--- config.mk ---
export PLATFORM = sky130hd
export DESIGN_NAME = uart_tx_arb
export DESIGN_NICKNAME = d
export VERILOG_FILES = /design/src/rtl/uart_pkg.sv /design/src/rtl/rr_pick.sv /design/src/rtl/uart_tx_arb.sv
export SDC_FILE = /design/constraint.sdc
export NUM_CORES = 1
export LEC_CHECK = 0
export BUFFER_PORTS_ARGS = -buffer_cell sky130_fd_sc_hd__buf_2
export CORE_AREA = 2 2 107 57
export CTS_CLUSTER_SIZE = 40
export DETAILED_ROUTE_END_ITERATION = 6
export DIE_AREA = 0 0 109 59
export PLACE_DENSITY = 0.79
export SLEW_MARGIN = 20
export SYNTH_ARGS = -nofsm -noshare
export SYNTH_HDL_FRONTEND = slang
export SYNTH_SLANG_ARGS = --single-unit
--- constraint.sdc ---
create_clock -name clk -period 5 [get_ports clk]
set_clock_uncertainty 0.15 [all_clocks]
set_input_delay 0.25 -clock clk [delete_from_list [all_inputs] [get_ports clk]]
set_output_delay 0.25 -clock clk [all_outputs]
set_load 0.01 [all_outputs]
--- src/rtl/uart_pkg.sv ---
// Shared definitions for the UART transmit arbiter: byte width, requester
// limits, FSM state encoding and the round-robin pointer advance helper.
package uart_pkg;

  localparam int UART_BYTE_W = 8;
  localparam int MAX_REQ     = 8;
  localparam int REQ_ID_W    = 3;

  typedef enum logic [2:0] {
    ST_IDLE  = 3'd0,
    ST_LOAD  = 3'd1,
    ST_START = 3'd2,
    ST_HOLD  = 3'd3,
    ST_DRAIN = 3'd4
  } arb_state_t;

  // Index following idx, wrapping from n_req-1 back to 0.
  function automatic logic [REQ_ID_W-1:0] rr_next(input logic [REQ_ID_W-1:0] idx,
                                                  input int n_req);
    if (int'(idx) >= n_req - 1) begin
      return {REQ_ID_W{1'b0}};
    end else begin
      return idx + 3'd1;
    end
  endfunction

endpackage

--- src/rtl/rr_pick.sv ---
// Combinational round-robin selector: first set bit of valid at or after ptr,
// wrapping at N_REQ-1; found is low when no bit is set.
module rr_pick
  import uart_pkg::*;
#(
  parameter int N_REQ = 4
) (
  input  logic [N_REQ-1:0]    valid,
  input  logic [REQ_ID_W-1:0] ptr,
  output logic [REQ_ID_W-1:0] idx,
  output logic                found
);

  logic [N_REQ-1:0] rot_s;
  int               sum_s;

  // Rotate so bit 0 is the pointer position, then take the lowest set bit.
  always_comb begin
    rot_s = N_REQ'({valid, valid} >> ptr);
    idx   = {REQ_ID_W{1'b0}};
    found = 1'b0;
    sum_s = 0;
    for (int k = 0; k < N_REQ; k++) begin
      if (!found && rot_s[k]) begin
        found = 1'b1;
        sum_s = int'(ptr) + k;
        if (sum_s >= N_REQ) begin
          sum_s = sum_s - N_REQ;
        end else begin
          sum_s = sum_s;
        end
        idx = REQ_ID_W'(sum_s);
      end else begin
        found = found;
      end
    end
  end

endmodule

--- src/rtl/uart_tx_arb.sv ---
// Round-robin arbiter feeding one UART transmitter from N_REQ byte requesters.
// Per-requester saturating byte counters exist only when UART_TX_ARB_STATS_EN is defined.
module uart_tx_arb
  import uart_pkg::*;
#(
  parameter int N_REQ = 4,
  parameter int CNT_W = 16
) (
  input  logic                         clk,
  input  logic                         rst_n,
  input  logic [N_REQ-1:0]             req_valid,
  input  logic [UART_BYTE_W*N_REQ-1:0] req_data,
  output logic [N_REQ-1:0]             req_ack,
  output logic [UART_BYTE_W-1:0]       tx_data,
  output logic                         tx_start,
  input  logic                         tx_busy,
  output logic [REQ_ID_W-1:0]          grant_id,
  output logic                         arb_busy,
  output logic [CNT_W*N_REQ-1:0]       stat_cnt
);

  arb_state_t             state_r;
  logic [REQ_ID_W-1:0]    rr_ptr_r;
  logic [N_REQ-1:0]       req_ack_r;
  logic [UART_BYTE_W-1:0] tx_data_r;
  logic                   tx_start_r;
  logic [REQ_ID_W-1:0]    grant_id_r;
  logic                   arb_busy_r;

  logic [REQ_ID_W-1:0]    pick_idx_s;
  logic                   pick_found_s;
  logic [UART_BYTE_W-1:0] pick_byte_s;
  logic [N_REQ-1:0]       pick_onehot_s;

  rr_pick #(.N_REQ(N_REQ)) u_rr_pick (
    .valid (req_valid),
    .ptr   (rr_ptr_r),
    .idx   (pick_idx_s),
    .found (pick_found_s)
  );

  // Byte and one-hot ack of the requester chosen by the selector.
  always_comb begin
    pick_byte_s   = {UART_BYTE_W{1'b0}};
    pick_onehot_s = {N_REQ{1'b0}};
    for (int i = 0; i < N_REQ; i++) begin
      if (pick_idx_s == REQ_ID_W'(i)) begin
        pick_byte_s      = req_data[UART_BYTE_W*i +: UART_BYTE_W];
        pick_onehot_s[i] = 1'b1;
      end else begin
        pick_onehot_s[i] = 1'b0;
      end
    end
  end

  // Arbiter FSM; ack, data and start pulse all register on the LOAD decision.
  always_ff @(posedge clk or negedge rst_n) begin
    if (!rst_n) begin
      state_r    <= ST_IDLE;
      rr_ptr_r   <= {REQ_ID_W{1'b0}};
      req_ack_r  <= {N_REQ{1'b0}};
      tx_data_r  <= {UART_BYTE_W{1'b0}};
      tx_start_r <= 1'b0;
      grant_id_r <= {REQ_ID_W{1'b0}};
      arb_busy_r <= 1'b0;
    end else begin
      req_ack_r  <= {N_REQ{1'b0}};
      tx_start_r <= 1'b0;
      case (state_r)
        ST_IDLE: begin
          if (|req_valid) begin
            state_r    <= ST_LOAD;
            arb_busy_r <= 1'b1;
          end
        end
        ST_LOAD: begin
          // Requests may have been withdrawn since IDLE; re-pick from what remains.
          if (pick_found_s) begin
            tx_data_r  <= pick_byte_s;
            grant_id_r <= pick_idx_s;
            req_ack_r  <= pick_onehot_s;
            rr_ptr_r   <= rr_next(pick_idx_s, N_REQ);
            tx_start_r <= 1'b1;
            state_r    <= ST_START;
          end else begin
            state_r    <= ST_IDLE;
            arb_busy_r <= 1'b0;
          end
        end
        ST_START: state_r <= ST_HOLD;
        ST_HOLD:  state_r <= ST_DRAIN;
        ST_DRAIN: begin
          if (!tx_busy) begin
            state_r    <= ST_IDLE;
            arb_busy_r <= 1'b0;
          end
        end
        default: begin
          state_r    <= ST_IDLE;
          arb_busy_r <= 1'b0;
        end
      endcase
    end
  end

  assign req_ack  = req_ack_r;
  assign tx_data  = tx_data_r;
  assign tx_start = tx_start_r;
  assign grant_id = grant_id_r;
  assign arb_busy = arb_busy_r;

`ifdef UART_TX_ARB_STATS_EN
  logic [CNT_W*N_REQ-1:0] stat_cnt_r;

  // Saturating count of acknowledged bytes per requester.
  always_ff @(posedge clk or negedge rst_n) begin
    if (!rst_n) begin
      stat_cnt_r <= {(CNT_W*N_REQ){1'b0}};
    end else begin
      for (int i = 0; i < N_REQ; i++) begin
        if (req_ack_r[i] && (stat_cnt_r[CNT_W*i +: CNT_W] != {CNT_W{1'b1}})) begin
          stat_cnt_r[CNT_W*i +: CNT_W] <= stat_cnt_r[CNT_W*i +: CNT_W] + {{(CNT_W-1){1'b0}}, 1'b1};
        end
      end
    end
  end

  assign stat_cnt = stat_cnt_r;
`else
  assign stat_cnt = {(CNT_W*N_REQ){1'b0}};
`endif

endmodule

## Word-level counts from Yosys, hierarchy flattened

Cells that the tools add are included.

| storage, ports and cells | value |
|---|---|
| register bits | 23 |
| bits in latches | 0 |
| RAM bits | 0 |
| bits in read-only memories | 0 |
| bits of input ports | 39 |
| output and inout port bits | 81 |
| word-level logic and storage cells | 78 |
| memories kept | 0 |

| cells by class | value |
|---|---|
| add/subtract/negate cells | 8 |
| $mul | 0 |
| div/mod/pow operators | 0 |
| order comparisons | 5 |
| eq/ne operators | 10 |
| shift operators | 1 |
| mux-type cells | 33 |
| bitwise operators | 1 |
| reductions and logical operators | 13 |

Operators by type and width:

| operator | number |
|---|---|
| 3-bit two-way mux | 11 |
| 8-bit two-way mux | 4 |
| 3-bit case mux with 5 select lines | 1 |
| 1-bit two-way mux | 13 |
| 3-bit by 2-bit == test with 1-bit output, second input constant | 4 |
| 4-bit by 3-bit >= comparator with 1-bit output, second input constant | 3 |
| 3-bit subtractor, second input constant | 4 |
| 3-bit by 2-bit adder with 4-bit output, second input constant | 2 |
| 4-bit two-way mux | 2 |
| 8-bit by 3-bit >> shifter with 4-bit output | 1 |
| 3-bit by 1-bit == test with 1-bit output, second input constant | 2 |
| 3-bit zero test | 2 |
| 2-bit != test, second input constant | 3 |
| 3-bit by 1-bit adder with 4-bit output, second input constant | 1 |
| 1-bit case mux with 4 select lines | 1 |
| 2-bit AND reduction | 2 |
| 4-bit AND reduction | 1 |
| 4-bit OR reduction | 1 |
| 3-bit by 1-bit adder with 3-bit output, second input constant | 1 |
| 3-bit == test, second input constant | 1 |
| 3-bit by 2-bit >= comparator with 1-bit output, second input constant | 1 |
| 3-bit >= comparator, second input constant | 1 |
| 1-bit logical AND | 3 |
| 1-bit zero test | 3 |
| 3 further kinds | 3 |

## Longest topological paths before layout

| depth | value |
|---|---|
| depth after elaboration | 16 |
| gate-level depth with buffers | 17 |
| mapped depth without buffers | 14 |

## Modules after synthesis

From an unflattened synthesis, not the netlist that was laid out.

| unflattened totals | value |
|---|---|
| cell total of the unflattened synthesis | 236 |
| area, all modules | 1,965.6 sq um |

Modules (own cells, without submodules):

| module | instances | cells an instance | area each (sq um) | seq. area each (sq um) |
|---|---|---|---|---|
| uart_tx_arb | 1 | 194 | 1,709.1 | 575.6 |
| rr_pick | 1 | 42 | 256.5 | 0.0 |

## Worst setup path before layout

OpenSTA, ideal clock, no wires.

| timing path | value |
|---|---|
| path kind | reg-to-reg |
| start point | reg rr_ptr_r[0] |
| end point | reg tx_data_r[6], in the netlist tx_data[6] |
| setup time | 119 ps |
| data arrival time | 2,892 ps |
| required time | 4,731 ps |
| slack | 1,840 ps |
| stages on the path, launching flop included | 17 |
| path buffers | 2 |
| period minus slack after synthesis | 3,160 ps |
| cell sequence | dfrtp_1 -> buf_2 -> inv_1 -> ha_1 -> and3b_1 -> o21ai_0 -> a21oi_1 -> nor4_2 -> a21o_1 -> ha_1 -> clkbuf_1 -> nand3b_1 -> a21oi_1 -> a21oi_1 -> nor2_1 -> a21oi_1 -> o21ai_2 |

| on the way | value |
|---|---|
| cells in the longest elaborated chain, start to end | 16 |
| elaborated cells on any way between the ends | 39 |
| classes of those cells | 7 x add/sub; 4 x order compare; 3 x eq/ne; 1 x shift; 16 x mux; 8 x reduce/logical |

Ends and longest elaborated chain:

| element | line | RTL |
|---|---|---|
| from (decl) | uart_tx_arb.sv:23 | `logic [REQ_ID_W-1:0] rr_ptr_r;` |
| from (signal assigned) | uart_tx_arb.sv:60 | `rr_ptr_r <= {REQ_ID_W{1'b0}};` |
| from (signal assigned) | uart_tx_arb.sv:82 | `rr_ptr_r <= rr_next(pick_idx_s, N_REQ);` |
| parallel branches: the longest is 16 deep, another holds 3-bit by 1-bit adder with 4-bit output | n/a |  |
| to (signal assigned) | uart_tx_arb.sv:62 | `tx_data_r <= {UART_BYTE_W{1'b0}};` |
| to (signal assigned) | uart_tx_arb.sv:79 | `tx_data_r <= pick_byte_s;` |
| to (decl) | uart_tx_arb.sv:25 | `logic [UART_BYTE_W-1:0] tx_data_r;` |

Several ways; the timed one is not identified.
A chain may end at the register's enable or synchronous reset.

## Worst setup path in the final report

| timing path | value |
|---|---|
| start point | reg rr_ptr_r[0] |
| end point | reg tx_data_r[2], in the netlist tx_data[2] |

Same word-level chain as after synthesis.

==> results.md <==
- The static leakage power is 1.17 nW.
- Measured against the total synthesized area, the mux share comes to 0.0205.
- The HPWL reported at the end of detailed placement is between 3000 and 4000 µm.
- The sort of element at the start of the critical path is a register.
- Power spread over the standard cell area amounts to approximately 600 mW/mm².
- After floorplanning, the core was sized to cover 0.00540 mm².
- The final-report setup violation count is 0.
- The compound-gate portion of the synthesized area was 0.221.
- The timing-limited maximum frequency is 260 MHz.
- The flow ran to the end, and the final reports show no timing, DRC or antenna violations.
- Clock tree synthesis inserted a total of 3 buffers.
- The initial utilization of the core area, before any placement, comes to 0.396.
- The cell with the biggest individual delay on the critical path is sky130_fd_sc_hd__dfrtp_1.
- The critical path data required time is approximately 5.0 ns.
- The tightest min-delay check is of the input port to register type.
- In this run the worst path has a maximum fanout of 21.
- The netlist area before placement is about 0.0021 mm².
- Once layout is complete, the utilization of the core stands at 0.418.
- The source-to-sink clock delay at the later pin of the worst-skew pair is 0.26 ns.
- In the final layout, the share of cells above drive strength 1 is 0.265.
- The worst supply voltage drop on vdd is between 0.2 and 0.25 mV.
- The relative area change from synthesis to final layout is 5.50%.
- The number of core rows is 19.
- The number of maximum-capacitance violations is 0.
- 120 I/O pins were placed.
- After global routing the overflow that remains totals 0.
- The clock tree from TritonCTS is yes.
- The main combinational cell family by area after synthesis is buffers and inverters.
- In the global route stage, overall resource usage came out at 0.129.
- The Yosys step of the flow raised 0 warnings.
- The cell sitting at the root of the clock tree is a sky130_fd_sc_hd__clkbuf_8.
- In the final timing run, aggregate negative setup slack is 0 ns.
- The clock period minus final worst setup slack is just under 4 ns.
- In the final design database the tool counted around 340 nets.
- The final-report hold violation count was 0.
- The maximum number of pins on one net before global-route repair is 26.
- The launching point of the worst reg2reg path is rr_ptr_r[0]$_DFFE_PN0P_.
- The synthesized-area fraction occupied by xor and xnor cells is 0.00410.
- The buffering stage count on the worst path with inverters included is 1.
- The signal on the critical path passes through inv_1 -> ha_1 -> and3b_1 -> o21ai_0 -> a21oi_1 -> nor4_2 -> a21o_1 -> ha_1 -> nand3b_1 -> a21oi_1 -> a21oi_1 -> nor2_1 -> a21oi_1 -> o21ai_2.
- The final estimated routing congestion in global placement is about 0.86.
- In this run the tightest slew margin relative to its limit is 0.521.
- The transition time at the pin with the least slew margin is 0.719 ns.
- The gate count of the mapped netlist is 250.
- Clock-pin slew was measured on the worst setup and hold paths at approximately 0.08 ns.
- The number of antenna violations at the first check in global routing is 0.
- For this block, the routed nets add up to between 4000 and 5000 µm of wire.
- The height of the chip is 59 µm.
- The number of different library cells used by synthesis comes to between 40 and 50.
- By instance count, the cell type seen most on the critical path is sky130_fd_sc_hd__a21oi_1.
- In this run the number of H-tree levels came out at 1.
- The synthesized flop and latch total is 23.
- The worst setup path startpoint is rr_ptr_r[0]$_DFFE_PN0P_.
- Measured along the x axis, the die boundary spans 109 µm.
- The endpoint class of the critical path is a register.
- The arrival time of the worst setup path is 3.84 ns.
- The final antenna diode count is 0.
- For this block, the initial DRC count from the detailed router was 82.
- In the finished design, the share of the clock period the worst path needs comes to 0.769.
- Of the total synthesized cell area, the portion taken by full adders, half adders and majority gates is 0.0351.
- The mean area per synthesized cell is about 8.6 µm².
- The via count normalized by instance count is approximately 4.5.
- The vias after detailed routing is roughly 1,700.
- The maximum single-stage delay on the critical path is just under 0.8 ns.
- The sink count of the clock tree is 23.
- Setup repair after global routing left no endpoint under its margin.
- The wire length of the first global-routing pass is around 6600 µm.
- The worst setup path category is register to register.
- The number of global-route vias before repair was ~1,400.
- No sink is reached through more buffers than the 2 on the longest clock path.
- The share of the yosys chip area belonging to registers is 0.269.
- After detailed routing, the average wire length per cell comes to between 10 and 15 µm.
- Among all flip-flop cells after synthesis, the most frequent one is sky130_fd_sc_hd__dfrtp_1.
- The number of design rule violations left after detail routing is 0.
- The max-slew violation count is 0.
- Of all flip-flops after synthesis, the portion carrying an async set or reset was 1.00.
- The startpoint identified for the worst hold timing path is req_data[29].
- Yosys mapped a number of flops with a built-in enable equal to 0.
- The gate family responsible for the most delay along the worst path is compound AO/OA/AOI/OAI gates.
- The total of buffers placed on input and output ports is 55.
- The final antenna-violating net count is 0.
- The die area is 0.00643 mm².
- Before antenna repair, the detailed router went through 4 iterations.
- The simple-gate share of the synthesized area is 0.176.
power by group:
part | total, W | switching (W) | leakage, nW | internal, W
sequential | 0.000341 | 0.0000791 | 0.298 | 0.000262
clock | 0.000116 | 0.0000592 | 0.0228 | 0.0000569
combinational | 0.000900 | 0.000533 | 0.844 | 0.000367
total | 0.00136 | 0.000671 | 1.16 | 0.000685
cells by family after synthesis:
| family | count (synthesis) |
|---|---|
| AOI/OAI and AO/OA | 62 |
| xor gates and xnor gates | 1 |
| and+or+nand+nor | 68 |
| adders and majority gates | 6 |
| buffers and inverters | 84 |
| other | 2 |
| muxes | 4 |
| DFF | 23 |
flip-flops by register name, indices dropped and copies added, names as in the netlist:
register and cells:
req_ack 4, rr_ptr_r 3, state_r 3, tx_data 8, tx_start 1, arb_busy 1, grant_id 3
stage by stage:
step	hold WS, ns	power [W]	worst slack (ns)	instances	area, µm²
2_1_floorplan	-0.196	0.00110	1.84	313	2370
3_3_place_gp	0.104	0.00122	1.36	366	2200
3_5_place_dp	0.110	0.00125	1.20	366	2200
4_1_cts	0.0946	0.00137	1.16	371	2260
5_1_grt	0.101	0.00149	0.793	371	2260
6_report	0.0940	0.00136	1.16	371	2260
what timing repair did:
| action | CTS | global route |
|---|---|---|
| buffers inserted | 0 | 0 |
| hold endpoints to repair | 23 | 0 |
| gates resized for setup | 0 | 0 |
| hold buffers | 1 | 0 |
synth_stat cells, types with 3 or more instances:
library cell               instances  area (µm²)
sky130_fd_sc_hd__mux2i_1           3        30.0
sky130_fd_sc_hd__o21ai_0           4        20.0
sky130_fd_sc_hd__buf_4            65         488
sky130_fd_sc_hd__ha_1              6        75.1
sky130_fd_sc_hd__a21oi_1          26         130
sky130_fd_sc_hd__clkbuf_1          6        22.5
sky130_fd_sc_hd__nand2b_1          4        25.0
sky130_fd_sc_hd__nor2_1           15        56.3
sky130_fd_sc_hd__buf_2             3        15.0
sky130_fd_sc_hd__o21ai_2           7        61.3
sky130_fd_sc_hd__dfrtp_1          23         576
sky130_fd_sc_hd__o21ai_1           4        20.0
sky130_fd_sc_hd__nand3b_1         10        75.1
sky130_fd_sc_hd__nand2_1          22        82.6
sky130_fd_sc_hd__inv_1             6        22.5
sky130_fd_sc_hd__and2_1            5        31.3
worst reg2reg max path, stage by stage, from the launching register on:
cell and delay, ns:
sky130_fd_sc_hd__dfrtp_1 0.77, sky130_fd_sc_hd__inv_1 0.23, sky130_fd_sc_hd__ha_1 0.42, sky130_fd_sc_hd__and3b_1 0.19, sky130_fd_sc_hd__o21ai_0 0.17, sky130_fd_sc_hd__a21oi_1 0.11, sky130_fd_sc_hd__nor4_2 0.33, sky130_fd_sc_hd__a21o_1 0.19
sky130_fd_sc_hd__ha_1 0.49, sky130_fd_sc_hd__nand3b_1 0.18, sky130_fd_sc_hd__a21oi_1 0.07, sky130_fd_sc_hd__a21oi_1 0.14, sky130_fd_sc_hd__nor2_1 0.05, sky130_fd_sc_hd__a21oi_1 0.18, sky130_fd_sc_hd__o21ai_2 0.07
placed cells by master, fill, tap and decap left out, types with 3 or more instances in the layout:
cell	n
sky130_fd_sc_hd__mux2i_1	3
sky130_fd_sc_hd__conb_1	65
sky130_fd_sc_hd__clkbuf_8	3
sky130_fd_sc_hd__a21oi_1	26
sky130_fd_sc_hd__o21ai_0	4
sky130_fd_sc_hd__dfrtp_1	23
sky130_fd_sc_hd__nand2b_1	4
sky130_fd_sc_hd__nand3b_1	10
sky130_fd_sc_hd__ha_1	6
sky130_fd_sc_hd__inv_1	6
sky130_fd_sc_hd__nor2_1	15
sky130_fd_sc_hd__o21ai_2	7
sky130_fd_sc_hd__and2_1	5
sky130_fd_sc_hd__buf_2	55
sky130_fd_sc_hd__o21ai_1	4
sky130_fd_sc_hd__nand2_1	22
final timing paths:
kind | endpoint | slack, ns | cells after the start
worst max-delay path | tx_data[2]$_DFFE_PN0P_ | 1.16 | 14
worst min-delay path | tx_data[5]$_DFFE_PN0P_ | 0.09 | 3
worst max register to register | tx_data[2]$_DFFE_PN0P_ | 1.16 | 14
worst min register to register | tx_data[1]$_DFFE_PN0P_ | 0.33 | 2
max in group asynchronous | rr_ptr_r[0]$_DFFE_PN0P_ | 4.02 | 2
min in group asynchronous | grant_id[2]$_DFFE_PN0P_ | 0.34 | 2
cell type report:
type	instances	area, µm²
Fill cell	550	3140
Timing Repair Buffer	57	293
Sequential cell	23	576
Tap cell	73	91.3
Inverter	8	32.5
Clock buffer	4	45.0
Multi-Input combinational cell	206	1220
layer usage:
metal / track usage / vias to the layer above / part of all wire
met5: 0 / - / 0
met4: 0.0348 / 0 / 0.0089
met3: 0.0253 / 4 / 0.070
met2: 0.222 / 70 / 0.49
met1: 0.167 / 782 / 0.43
li1: - / 826 / -
(Power assumes the default switching activity.)
